<file path="config.mk">
export PLATFORM = sky130hd
export DESIGN_NAME = code_inverter
export DESIGN_NICKNAME = d
export VERILOG_FILES = /design/src/rtl/code_inverter.sv
export SDC_FILE = /design/constraint.sdc
export NUM_CORES = 1
export LEC_CHECK = 0
export BUFFER_PORTS_ARGS = -buffer_cell sky130_fd_sc_hd__buf_2
export CAP_MARGIN = 5
export CORE_UTILIZATION = 55
export CTS_CLUSTER_SIZE = 25
export DETAILED_ROUTE_END_ITERATION = 10
export PLACE_DENSITY_LB_ADDON = 0.12
export SKIP_CTS_REPAIR_TIMING = 1
export SLEW_MARGIN = 20
export SYNTH_ARGS = -nofsm -noshare
export SYNTH_HDL_FRONTEND = slang
export SYNTH_SLANG_ARGS = --single-unit
</file>
<file path="constraint.sdc">
create_clock -name clk -period 5.5 [get_ports clk]
set_clock_uncertainty 0.2 [all_clocks]
set_input_delay 1.1 -clock clk [delete_from_list [all_inputs] [get_ports clk]]
set_output_delay 1.1 -clock clk [all_outputs]
set_load 0.02 [all_outputs]
</file>
<file path="src/rtl/code_inverter.sv">
// ---------------------------------------------------------------------------
// code_inverter
//   Finds every 8-bit preimage c with F(c) == req_code, where F is a fixed
//   piecewise forward map. Candidates 0x00..0xFF are scanned in ascending
//   order, one per cycle. Each match is emitted as one response beat, and
//   every request ends with a single terminating beat (rsp_end=1,
//   rsp_data=0x00).
//
// Ports
//   clk        in   1  clock, rising edge
//   rst        in   1  synchronous active-high reset
//   req_valid  in   1  request offered
//   req_ready  out  1  block can accept a request (IDLE only)
//   req_code   in   8  target code to invert
//   rsp_valid  out  1  response beat present
//   rsp_ready  in   1  consumer accepts beat
//   rsp_data   out  8  preimage value, 0x00 on the end beat
//   rsp_end    out  1  terminating beat of a request
//   busy       out  1  request in progress
//   match_cnt  out  9  preimages emitted for the current request
//                      (only when CODE_INV_CNT_EN is defined)
//
// Configuration macro: CODE_INV_CNT_EN adds the match_cnt port and counter.
// ---------------------------------------------------------------------------
module code_inverter (
  input  logic       clk,
  input  logic       rst,
  input  logic       req_valid,
  output logic       req_ready,
  input  logic [7:0] req_code,
  output logic       rsp_valid,
  input  logic       rsp_ready,
  output logic [7:0] rsp_data,
  output logic       rsp_end,
  output logic       busy
`ifdef CODE_INV_CNT_EN
  ,
  output logic [8:0] match_cnt
`endif
);

  typedef enum logic [1:0] {
    IDLE = 2'd0,
    SCAN = 2'd1,
    EMIT = 2'd2,
    END  = 2'd3
  } state_t;

  // Forward map F; all arithmetic wraps modulo 256.
  function automatic logic [7:0] fwd_map(input logic [7:0] x);
    logic [7:0] y;
    if (x == 8'hFF) begin
      y = 8'hFE;
    end else if (x >= 8'hF9) begin
      y = x + 8'h0F;
    end else if (x >= 8'hE1) begin
      y = x - 8'h10;
    end else if (x >= 8'hA1) begin
      y = x - 8'h11;
    end else if (x >= 8'h81) begin
      y = x - 8'h22;
    end else if (x >= 8'h41) begin
      y = x - 8'h33;
    end else if (x >= 8'h01) begin
      y = x - 8'h44;
    end else begin
      y = 8'h00;
    end
    return y;
  endfunction

  state_t     r_state;
  logic [7:0] r_cand;
  logic [7:0] r_code;
  logic [7:0] r_rsp_data;
  logic       r_rsp_valid;
  logic       r_rsp_end;
  logic       r_req_ready;
  logic       r_busy;

  state_t     w_state_nxt;
  logic [7:0] w_cand_nxt;
  logic [7:0] w_code_nxt;
  logic [7:0] w_data_nxt;
  logic       w_match;

  assign w_match = (fwd_map(r_cand) == r_code);

  // Next-state, candidate and response-data selection.
  always_comb begin
    w_state_nxt = r_state;
    w_cand_nxt  = r_cand;
    w_code_nxt  = r_code;
    w_data_nxt  = r_rsp_data;
    case (r_state)
      IDLE: begin
        if (req_valid && r_req_ready) begin
          w_state_nxt = SCAN;
          w_cand_nxt  = 8'h00;
          w_code_nxt  = req_code;
        end else begin
          w_state_nxt = IDLE;
        end
      end
      SCAN: begin
        if (w_match) begin
          // Candidate is held so EMIT knows whether it was the last one.
          w_state_nxt = EMIT;
          w_data_nxt  = r_cand;
        end else if (r_cand == 8'hFF) begin
          w_state_nxt = END;
          w_data_nxt  = 8'h00;
        end else begin
          w_cand_nxt  = r_cand + 8'h01;
        end
      end
      EMIT: begin
        if (rsp_ready) begin
          if (r_cand == 8'hFF) begin
            w_state_nxt = END;
            w_data_nxt  = 8'h00;
          end else begin
            w_state_nxt = SCAN;
            w_cand_nxt  = r_cand + 8'h01;
          end
        end else begin
          w_state_nxt = EMIT;
        end
      end
      END: begin
        if (rsp_ready) begin
          w_state_nxt = IDLE;
        end else begin
          w_state_nxt = END;
        end
      end
      default: begin
        w_state_nxt = IDLE;
        w_cand_nxt  = 8'h00;
        w_data_nxt  = 8'h00;
      end
    endcase
  end

  // State, datapath and registered output flags (decoded from next state).
  always_ff @(posedge clk) begin
    if (rst) begin
      r_state     <= IDLE;
      r_cand      <= 8'h00;
      r_code      <= 8'h00;
      r_rsp_data  <= 8'h00;
      r_rsp_valid <= 1'b0;
      r_rsp_end   <= 1'b0;
      r_req_ready <= 1'b1;
      r_busy      <= 1'b0;
    end else begin
      r_state     <= w_state_nxt;
      r_cand      <= w_cand_nxt;
      r_code      <= w_code_nxt;
      r_rsp_data  <= w_data_nxt;
      r_rsp_valid <= (w_state_nxt == EMIT) || (w_state_nxt == END);
      r_rsp_end   <= (w_state_nxt == END);
      r_req_ready <= (w_state_nxt == IDLE);
      r_busy      <= (w_state_nxt != IDLE);
    end
  end

  assign req_ready = r_req_ready;
  assign rsp_valid = r_rsp_valid;
  assign rsp_data  = r_rsp_data;
  assign rsp_end   = r_rsp_end;
  assign busy      = r_busy;

`ifdef CODE_INV_CNT_EN
  logic [8:0] r_match_cnt;

  // Match counter: cleared on accept, bumped on each data-beat handshake.
  always_ff @(posedge clk) begin
    if (rst) begin
      r_match_cnt <= 9'd0;
    end else if ((r_state == IDLE) && req_valid && r_req_ready) begin
      r_match_cnt <= 9'd0;
    end else if ((r_state == EMIT) && rsp_ready) begin
      r_match_cnt <= r_match_cnt + 9'd1;
    end else begin
      r_match_cnt <= r_match_cnt;
    end
  end

  assign match_cnt = r_match_cnt;
`endif

endmodule

</file>
==> run_results.csv, run 1 <==
group,metric,value,unit
status,outcome,"finished clean",
yosys,ys_seq_area_share,20.6,%
route,routedWlPerCell,18.0,um
clock_tree,clk_transition_reported_paths,0.07,ns
route,drc,0,
global_routing,grt.overflow.total,0,
worst_setup_path,cp-start-kind,"register",
job,cap_violations,0,
yosys,synthCells,354,
yosys,synth_area_leaders,"dfxtp_1 21%, ha_1 9.3%, mux2i_1 5.0%",
worst_setup_path,critical_path.startpoint,"r_cand[3]",
sta,slew_violations,0,
yosys,syn_area,2820,um^2
clock_tree,cts_made_buffers,5,
sta,max_freq,225,MHz
yosys,ys_top_cells_by_count,"29 x dfxtp_1, 27 x a21oi_1, 27 x nand2_1",
clock_tree,clock_latency,0.29,ns
pwr,ir_worst_vdd,0.217,mV
route,antenna_left,0,
worst_setup_path,cp.required,5.51,ns
placed_design,dp.cells,427,
placed_design,io_buffers,23,
floorplan,dieArea,5410,um^2
sta,setup_tns,0,ns
sta,layout_min_cycle_time,4.44,ns
route,routed_via_density,6.53,
placed_design,hpwl,5630,um
sta,slew_headroom,39.3,%
worst_setup_path,arrival,4.45,ns
clock_tree,cts_tree,"done",
yosys,synth_most_common_cell,"dfxtp_1",
floorplan,die_h,73.6,um
yosys,synth_flop_cell,"dfxtp_1",
yosys,synth-seq-cells,29,
worst_setup_path,end_kind,"register",
clock_tree,htreeDepth,2,
yosys,async_flop_share,0,%
final_layout,stdcell_count,435,
final_layout,num-nets-final,400,
sta,hold_violations,0,
floorplan,core,4820,um^2
worst_hold_path,worst_hold_path_type,"register to register",
sta,finalCritPeriodShare,80.7,%
final_layout,drive_gt1_share,17.1,%
clock_tree,clock_path_buffers,2,
sta,finalSetupViolCount,0,
yosys,synth_top_area_share,20.6,%
final_layout,diodes,0,
worst_setup_path,critPathKind,"register to register",
yosys,avgSynthCellArea,7.96,um^2
route,drtIter0Drc,239,
worst_hold_path,min_from,"rsp_data[3]",
route,first_pass_iters,5,
yosys,ys_types,75,
global_routing,grt_pass1_wl,12600,um
placed_design,dp_worst_setup_slack,1.19,ns
pwr,p_leak,1.31,nW
clock_tree,cts_sinks,29,
yosys,yosysTopAreaCell,"dfxtp_1",
sta,grt_setup_unrepaired,"false",
sta,worst_slack,1.06,ns
yosys,syn_nets,387,
placed_design,gp_congestion,0.893,
floorplan,top_level_ports,24,
global_routing,grt_use_total,30.7,%
sta,worst_pin_slew,0.888,ns
pwr,power_density,226,nW/um^2
yosys,synth-edff-count,0,
floorplan,start_util,58.5,%
final_layout,syn_to_final_growth,9.46,%
worst_setup_path,worstPathMaxFanout,13,
yosys,yosysWarnings,0,
global_routing,grt_pass1_vias,2587,
global_routing,antenna_found_initial,0,
floorplan,rows,25,
clock_tree,cts_root_buf,"clkbuf_8",
route,wirelength,7840,um
floorplan,die_w,73.6,um
global_routing,grt_max_degree,29,
worst_setup_path,timing.rr.start,"r_cand[3]",
route,via_count,2842,
worst max-delay path: stages, from the launching register on:
cell and delay [ns]:
dfxtp_1 0.45, inv_1 0.30, ha_1 0.42, nand2b_1 0.26
o211ai_2 0.33, o211ai_1 0.31, a211oi_2 0.11, a2111oi_0 0.79
nor4b_2 0.15, nand4_2 0.24, nand2_2 0.14, or4_1 0.50
a21oi_1 0.16
report_power, final:
group	switching, W	internal [W]	leakage, nW
clock network	0.0000841	0.000180	0.0681
logic	0.000121	0.0000845	1.00
registers	0.00000898	0.000220	0.236
logic make-up after synthesis:
logic type | share of synthesized area [%]
DFF | 20.6
buffers and inverters | 7.15
and+or+nand+nor | 19.5
adders and majority gates | 9.32
muxes | 5.51
AOI/OAI and AO/OA | 34.7
xor gates and xnor gates | 3.15
sequential cells by signal, indices dropped and copies added (netlist names):
register / flops
rsp_data: 8
r_state: 2
req_ready: 1
r_cand: 8
r_code: 8
busy: 1
rsp_end: 1
path summary, 6_finish.rpt:
kind	to	slack, ns	depth (start not counted)
setup / recovery	r_cand[7]	1.06	12
setup reg to reg	r_cand[7]	1.06	12
hold reg to reg	rsp_data[3]	0.28	1
hold / removal	rsp_data[3]	0.28	1
per-stage QoR:
step / hold WS, ns / util, % / instance area, um^2 / total power, W
after floorplan: 0.267 / - / 2820 / 0.000398
after global placement: 0.259 / 61.2 / 2950 / 0.000432
after detailed placement: 0.263 / 61.2 / 2950 / 0.000434
after CTS: 0.283 / 64.0 / 3080 / 0.000698
after global routing: 0.301 / 64.0 / 3080 / 0.000727
final: 0.281 / 64.0 / 3080 / 0.000698
routing by layer:
layer | wire [um] | global-route usage [%] | share of wire (%) | up-vias
li1 | - | - | - | 1354
met1 | 3390 | 41.2 | 43 | 1326
met2 | 3620 | 47.5 | 46 | 140
met3 | 603 | 6.58 | 7.7 | 22
met4 | 223 | 12.8 | 2.8 | 0
met5 | 0 | 0 | 0 | -
cells in the final DEF (no fill, tap or decap), types with 5 or more instances in the layout:
cell and n:
buf_2 23, a31oi_1 6, o211ai_1 9, nand4_1 5, nor2_1 26, inv_1 20
nor3_1 5, clkbuf_8 5, a211oi_1 9, ha_1 21, buf_4 7, o21ai_0 18
a21oi_1 27, nand3_1 15, nand2_1 27, mux2i_1 14, a22o_1 8, dfxtp_1 29
final cells by class:
class / count / area (um^2)
Timing Repair Buffer: 30 / 168
Fill cell: 458 / 1730
Multi-Input combinational cell: 279 / 2040
Clock buffer: 5 / 68.8
Inverter: 22 / 82.6
Sequential cell: 29 / 581
Clock inverter: 3 / 65.1
Tap cell: 67 / 83.8
(Power assumes the default switching activity.)
==> inputs of run 2 (changes only) <==
Settings changed: ABC_AREA set to 1.
Clock period 5.5 ns to 4.4 ns, I/O delays scaled along.
==> run 2 against run 1 <==
Net effect:
- power is 26% higher
- critical path depth rose by 9
- non-clock buffer count fell by 4
- sequential cell count unchanged
- worst hold slack worse by 0.0085 ns
- cell area decreased by 4.3%
- critical path type unchanged
==> run_results.csv, run 2 <==
group,metric,value,unit
sta,grt_setup_unrepaired,"false",
route,wl_met3,484,um
route,drtIter0Drc,223,
floorplan,top_level_ports,24,
worst_setup_path,end_kind,"register",
worst_setup_path,worstPathMaxFanout,12,
global_routing,grt_max_degree,17,
pwr,ir_worst_vdd,0.197,mV
yosys,yosysTopAreaCell,"dfxtp_1",
yosys,yosysWarnings,0,
yosys,ys_top_cells_by_count,"150 x nand2_1, 49 x a21oi_1, 49 x inv_1",
sta,slew_headroom,57.4,%
floorplan,rows,25,
yosys,ys_types,25,
yosys,synth_area_leaders,"dfxtp_1 21%, nand2_1 21%, ha_1 9.7%",
clock_tree,cts_root_buf,"clkbuf_8",
route,routed_via_density,5.40,
worst_hold_path,worst_hold_path_type,"register to register",
placed_design,hpwl,5420,um
sta,hold_slack,0.272,ns
yosys,async_flop_share,0,%
status,outcome,"finished clean",
clock_tree,htreeDepth,2,
floorplan,die_w,72.1,um
worst_setup_path,critPathKind,"register to register",
yosys,synth-simple-area-share,40.0,%
sta,max_freq,256,MHz
floorplan,start_util,57.3,%
sta,finalSetupViolCount,0,
clock_tree,cts_tree,"done",
pwr,p_total,0.000877,W
final_layout,num-nets-final,506,
placed_design,place_area,2850,um^2
yosys,avgSynthCellArea,5.96,um^2
global_routing,grt_pass1_vias,2625,
yosys,synth_most_common_cell,"nand2_1",
yosys,synth-edff-count,0,
route,via_count,2923,
clock_tree,clock_path_buffers,2,
sta,finalCritPeriodShare,88.6,%
sta,hold_violations,0,
yosys,synthCells,454,
global_routing,antenna_found_initial,0,
sta,worst_pin_slew,0.638,ns
clock_tree,clock_latency,0.29,ns
sta,setup_tns,0,ns
final_layout,syn_to_final_growth,9.11,%
sta,slew_violations,0,
pwr,power_density,297,nW/um^2
final_layout,layout_commonest_cell,"nand2_1",
route,routedWlPerCell,13.0,um
floorplan,core,4720,um^2
route,met2WireLength,3260,um
route,wirelength,7060,um
yosys,synth-compound-area-share,13.8,%
clock_tree,cts_sinks,29,
final_layout,fillers,475,
floorplan,dieArea,5200,um^2
worst_setup_path,cp-start-kind,"register",
yosys,synthXorXnorAreaFrac,4.86,%
route,wirelength_met1,3220,um
final_layout,drive_gt1_share,10.3,%
yosys,ys_seq_area_share,21.5,%
route,top_layer,"met4",
worst_setup_path,arrival,3.91,ns
yosys,synth_top_area_share,21.5,%
job,cap_violations,0,
placed_design,gp_congestion,0.947,
yosys,synth-seq-cells,29,
clock_tree,cts_made_buffers,5,
worst_hold_path,hold_depth,2,
floorplan,die_h,72.1,um
final_layout,diodes,0,
final_layout,final_cell_mix,"150 x nand2_1, 49 x inv_1, 49 x a21oi_1",
yosys,synth_top_family_by_area,"simple AND/OR/NAND/NOR gates",
route,first_pass_iters,7,
worst_setup_path,cp.required,4.41,ns
global_routing,grt_use_total,29.5,%
yosys,synth_flop_cell,"dfxtp_1",
worst_setup_path,reg2reg_depth,21,
sta,layout_min_cycle_time,3.90,ns
yosys,synth_fa_ha_area_share,9.71,%
yosys,synthMuxAreaShare,0,%
pwr,p_leak,1.59,nW
clock_tree,clk_transition_reported_paths,0.06,ns
route,antenna_left,0,
yosys,syn_area,2710,um^2
placed_design,io_buffers,23,
route,drc,0,
final_layout,design_area,2950,um^2
global_routing,grt_pass1_wl,12200,um
yosys,syn_nets,487,
global_routing,grt.overflow.total,0,
==> run 2: changes by cell type in the layout (fill, tap and decap cells not counted), sizes merged, moves of 10 or more <==
cell	change
xor2	+11
o211ai	-12
mux2i	-14
nand2	+124
nand3	+31
inv	+31
a21oi	+21
a211oi	-10
==> run 2: kinds of logic (layout without fill, tap and decap cells) <==
logic type,count (synthesis),in the layout
AND/OR/NAND/NOR,248,248
adder cells (fa/ha/maj),21,21
buffers and inverters,67,87
XOR/XNOR,15,15
AO/OA/AOI/OAI,74,74
flip-flops,29,29
==> run 2: worst max-delay path: stages (launching register included) <==
cell      delay (ns)
dfxtp_1         0.44
clkinv_1        0.36
ha_1            0.40
nand2_1         0.12
nand2_2         0.12
nand3_1         0.10
nand3_1         0.36
nand2_1         0.22
nand2_1         0.09
nor2_1          0.11
nor2_1          0.06
nand2_1         0.08
nand2_1         0.04
nand2_1         0.05
nand2_1         0.05
inv_1           0.05
nand2_1         0.06
nor2_2          0.22
nand3_2         0.17
nand2_2         0.22
o21ai_0         0.15
nor2_1          0.14
==> run 2: final timing paths <==
path | from | slack [ns] | endpoint
max | r_cand[2] | 0.50 | r_cand[2]
min reg2reg | r_code[0] | 0.27 | r_code[0]
max reg2reg | r_cand[2] | 0.50 | r_cand[2]
min | r_code[0] | 0.27 | r_code[0]
==> run 2: stage by stage <==
step | util, % | cells | setup WS (ns)
final | 62.5 | 541 | 0.500
after global routing | 62.5 | 541 | 0.146
after CTS | 62.5 | 541 | 0.558
after detailed placement | 60.3 | 533 | 0.570
after global placement | 60.3 | 533 | 0.658
after floorplan | - | 454 | 1.41
==> run 2: layer usage <==
metal / vias to the layer above / GRT usage (%)
met5: - / 0
met3: 10 / 5.28
met2: 110 / 47.7
met1: 1306 / 39.2
li1: 1497 / -
met4: 0 / 11.5
==> run 2: final cells by class <==
| type | instances | area (um^2) | share of cell area, % |
|---|---|---|---|
| clock inverters | 1 | 5.00 | 0.170 |
| repair buffers | 26 | 138 | 4.66 |
| clock buffers | 7 | 96.3 | 3.26 |
| flip-flops and latches | 29 | 581 | 19.7 |
| multi-input cells | 358 | 1850 | 62.7 |
| inverters | 53 | 199 | 6.74 |
| well taps | 67 | 83.8 | 2.84 |
==> run 2: report_power, final <==
part	internal, W	switching (W)	leakage [nW]
logic	0.000111	0.000222	1.30
clock network	0.000141	0.000105	0.0542
registers	0.000282	0.0000153	0.236
total	0.000535	0.000343	1.59
==> inputs of run 3 (changes only) <==
Settings changed: ABC_AREA 1 to unset, SLEW_MARGIN 20 to unset.
==> run 3 against run 2 <==
Net effect:
- first-iteration DRC count up 17%
- sequential share of layout area decreased by 1.1 points
- combinational power shrank 23%
- wire length is 8.4% higher
- power down 11%
- non-clock buffer count is 13 higher
- cell count fell by 18%
- core utilization up 2.3 points
- sequential cell count unchanged
- setup slack worse by 0.23 ns
- largest power group is now sequential cells
==> run_results.csv, run 3 (synthesis gave the netlist of run 1 again) <==
group,metric,value,unit
worst_setup_path,cp.required,4.35,ns
clock_tree,clk_transition_reported_paths,0.06,ns
sta,setup_tns,0,ns
clock_tree,cts_root_buf,"clkbuf_8",
route,wirelength,7650,um
route,met2WireLength,3410,um
final_layout,layout_commonest_cell,"dfxtp_1",
route,top_layer,"met4",
route,wl_met3,691,um
pwr,pwr-share-seq,36.4,%
floorplan,rows,25,
route,drc,0,
floorplan,top_level_ports,24,
worst_setup_path,critPathKind,"register to register",
global_routing,grt_pass1_wl,12600,um
final_layout,final_cell_mix,"29 x dfxtp_1, 27 x nand2_1, 27 x a21oi_1",
global_routing,grt_max_degree,27,
floorplan,dieArea,5410,um^2
final_layout,seqCellArea,581,um^2
sta,worst_pin_slew,0.635,ns
worst_hold_path,worst_hold_path_type,"register to register",
pwr,ir_worst_vdd,0.235,mV
route,antenna_left,0,
global_routing,grt.overflow.total,0,
placed_design,gp_congestion,0.920,
worst_setup_path,arrival,4.08,ns
final_layout,drive_gt1_share,19.1,%
pwr,pwr-share-clk,30.9,%
final_layout,syn_to_final_growth,10.7,%
global_routing,antenna_found_initial,0,
route,routedWlPerCell,17.2,um
sta,layout_min_cycle_time,4.13,ns
pwr,p_leak,1.34,nW
pwr,power.share.combinational,32.6,%
sta,slew_violations,0,
route,via_count,2891,
worst_setup_path,cp-start-kind,"register",
route,routed_via_density,6.51,
global_routing,grt_pass1_vias,2581,
clock_tree,cts_made_buffers,5,
clock_tree,cts_sinks,29,
sta,finalCritPeriodShare,93.9,%
worst_setup_path,end_kind,"register",
clock_tree,clock_path_buffers,2,
floorplan,core,4820,um^2
route,wirelength_met1,3380,um
placed_design,io_buffers,23,
final_layout,diodes,0,
sta,grt_setup_unrepaired,"false",
floorplan,die_w,73.6,um
final_layout,fin_util,64.8,%
sta,slew_headroom,57.7,%
route,drtIter0Drc,260,
global_routing,grt_use_total,30.4,%
final_layout,fillers,440,
floorplan,die_h,73.6,um
pwr,power_density,251,nW/um^2
placed_design,hpwl,5710,um
pwr,p_int,0.000525,W
floorplan,start_util,58.5,%
final_layout,multiInputGateArea,2040,um^2
job,cap_violations,0,
clock_tree,clock_latency,0.28,ns
worst_setup_path,worstPathMaxFanout,10,
status,outcome,"finished clean",
sta,hold_violations,0,
pwr,power_switching,0.000259,W
sta,max_freq,242,MHz
route,first_pass_iters,5,
final_layout,num-nets-final,409,
pwr,switching_share,33.1,%
sta,finalSetupViolCount,0,
clock_tree,cts_tree,"done",
clock_tree,htreeDepth,2,
run 3: changes by cell type in the layout (fill, tap and decap cells not counted), sizes merged, moves of 7 or more:
| cell | before | now |
|---|---|---|
| o211ai | 0 | 12 |
| xor2 | 14 | 3 |
| nor3 | 0 | 7 |
| inv | 51 | 20 |
| nand4 | 14 | 6 |
| nand3 | 47 | 16 |
| mux2i | 0 | 14 |
| a22o | 0 | 8 |
| a21oi | 49 | 28 |
| buf | 26 | 39 |
| nand2 | 152 | 28 |
| a211oi | 0 | 10 |
| nor2 | 33 | 26 |
run 3: critical path: stages (launching register included):
cell	delay, ns
dfxtp_1	0.37
inv_1	0.26
ha_1	0.30
nor2b_4	0.34
o211a_1	0.40
nor3_2	0.12
a221oi_2	0.22
mux2_4	0.33
a2111oi_2	0.33
nor4b_2	0.39
nand4_2	0.28
nand4_1	0.34
o32ai_1	0.14
run 3: worst paths after layout:
check | start | to | slack (ns) | depth (start not counted)
setup / recovery | r_cand[1] | r_cand[5] | 0.27 | 12
hold / removal | rsp_data[3] | rsp_data[3] | 0.27 | 1
setup reg to reg | r_cand[1] | r_cand[5] | 0.27 | 12
hold reg to reg | rsp_data[3] | rsp_data[3] | 0.27 | 1
run 3: layout make-up:
| cell class | count | share of cell area, % |
|---|---|---|
| tap | 67 | 2.69 |
| timing repair buffer | 39 | 7.54 |
| clock buffer | 7 | 3.09 |
| clock inverter | 1 | 0.160 |
| sequential | 29 | 18.6 |
| multi-input combinational | 279 | 65.3 |
| inverter | 22 | 2.65 |
run 3: per-layer routing:
metal,track usage (%),vias to the layer above
met5,0,-
met4,12.2,0
met3,5.35,15
met2,46.5,151
met1,42.1,1345
li1,-,1380
run 3: power by group through the flow:
| stage | clock network, W | registers, W | logic (W) |
|---|---|---|---|
| final | 0.000243 | 0.000286 | 0.000256 |
| after floorplan | 0 | 0.000293 | 0.000205 |
| after detailed placement | 0 | 0.000292 | 0.000251 |
| after global placement | 0 | 0.000291 | 0.000251 |
| after CTS | 0.000247 | 0.000286 | 0.000252 |
| after global routing | 0.000256 | 0.000288 | 0.000277 |
run 3: per-stage QoR:
stage / power, W / worst slack, ns / instances / hold WS [ns] / instance area, um^2
after global routing: 0.000821 / 0.00816 / 444 / 0.295 / 3120
final: 0.000784 / 0.268 / 444 / 0.273 / 3120
after detailed placement: 0.000543 / 0.356 / 436 / 0.259 / 3020
after CTS: 0.000785 / 0.321 / 444 / 0.277 / 3120
after floorplan: 0.000498 / 0.505 / 354 / 0.267 / 2820
after global placement: 0.000542 / 0.439 / 436 / 0.257 / 3020
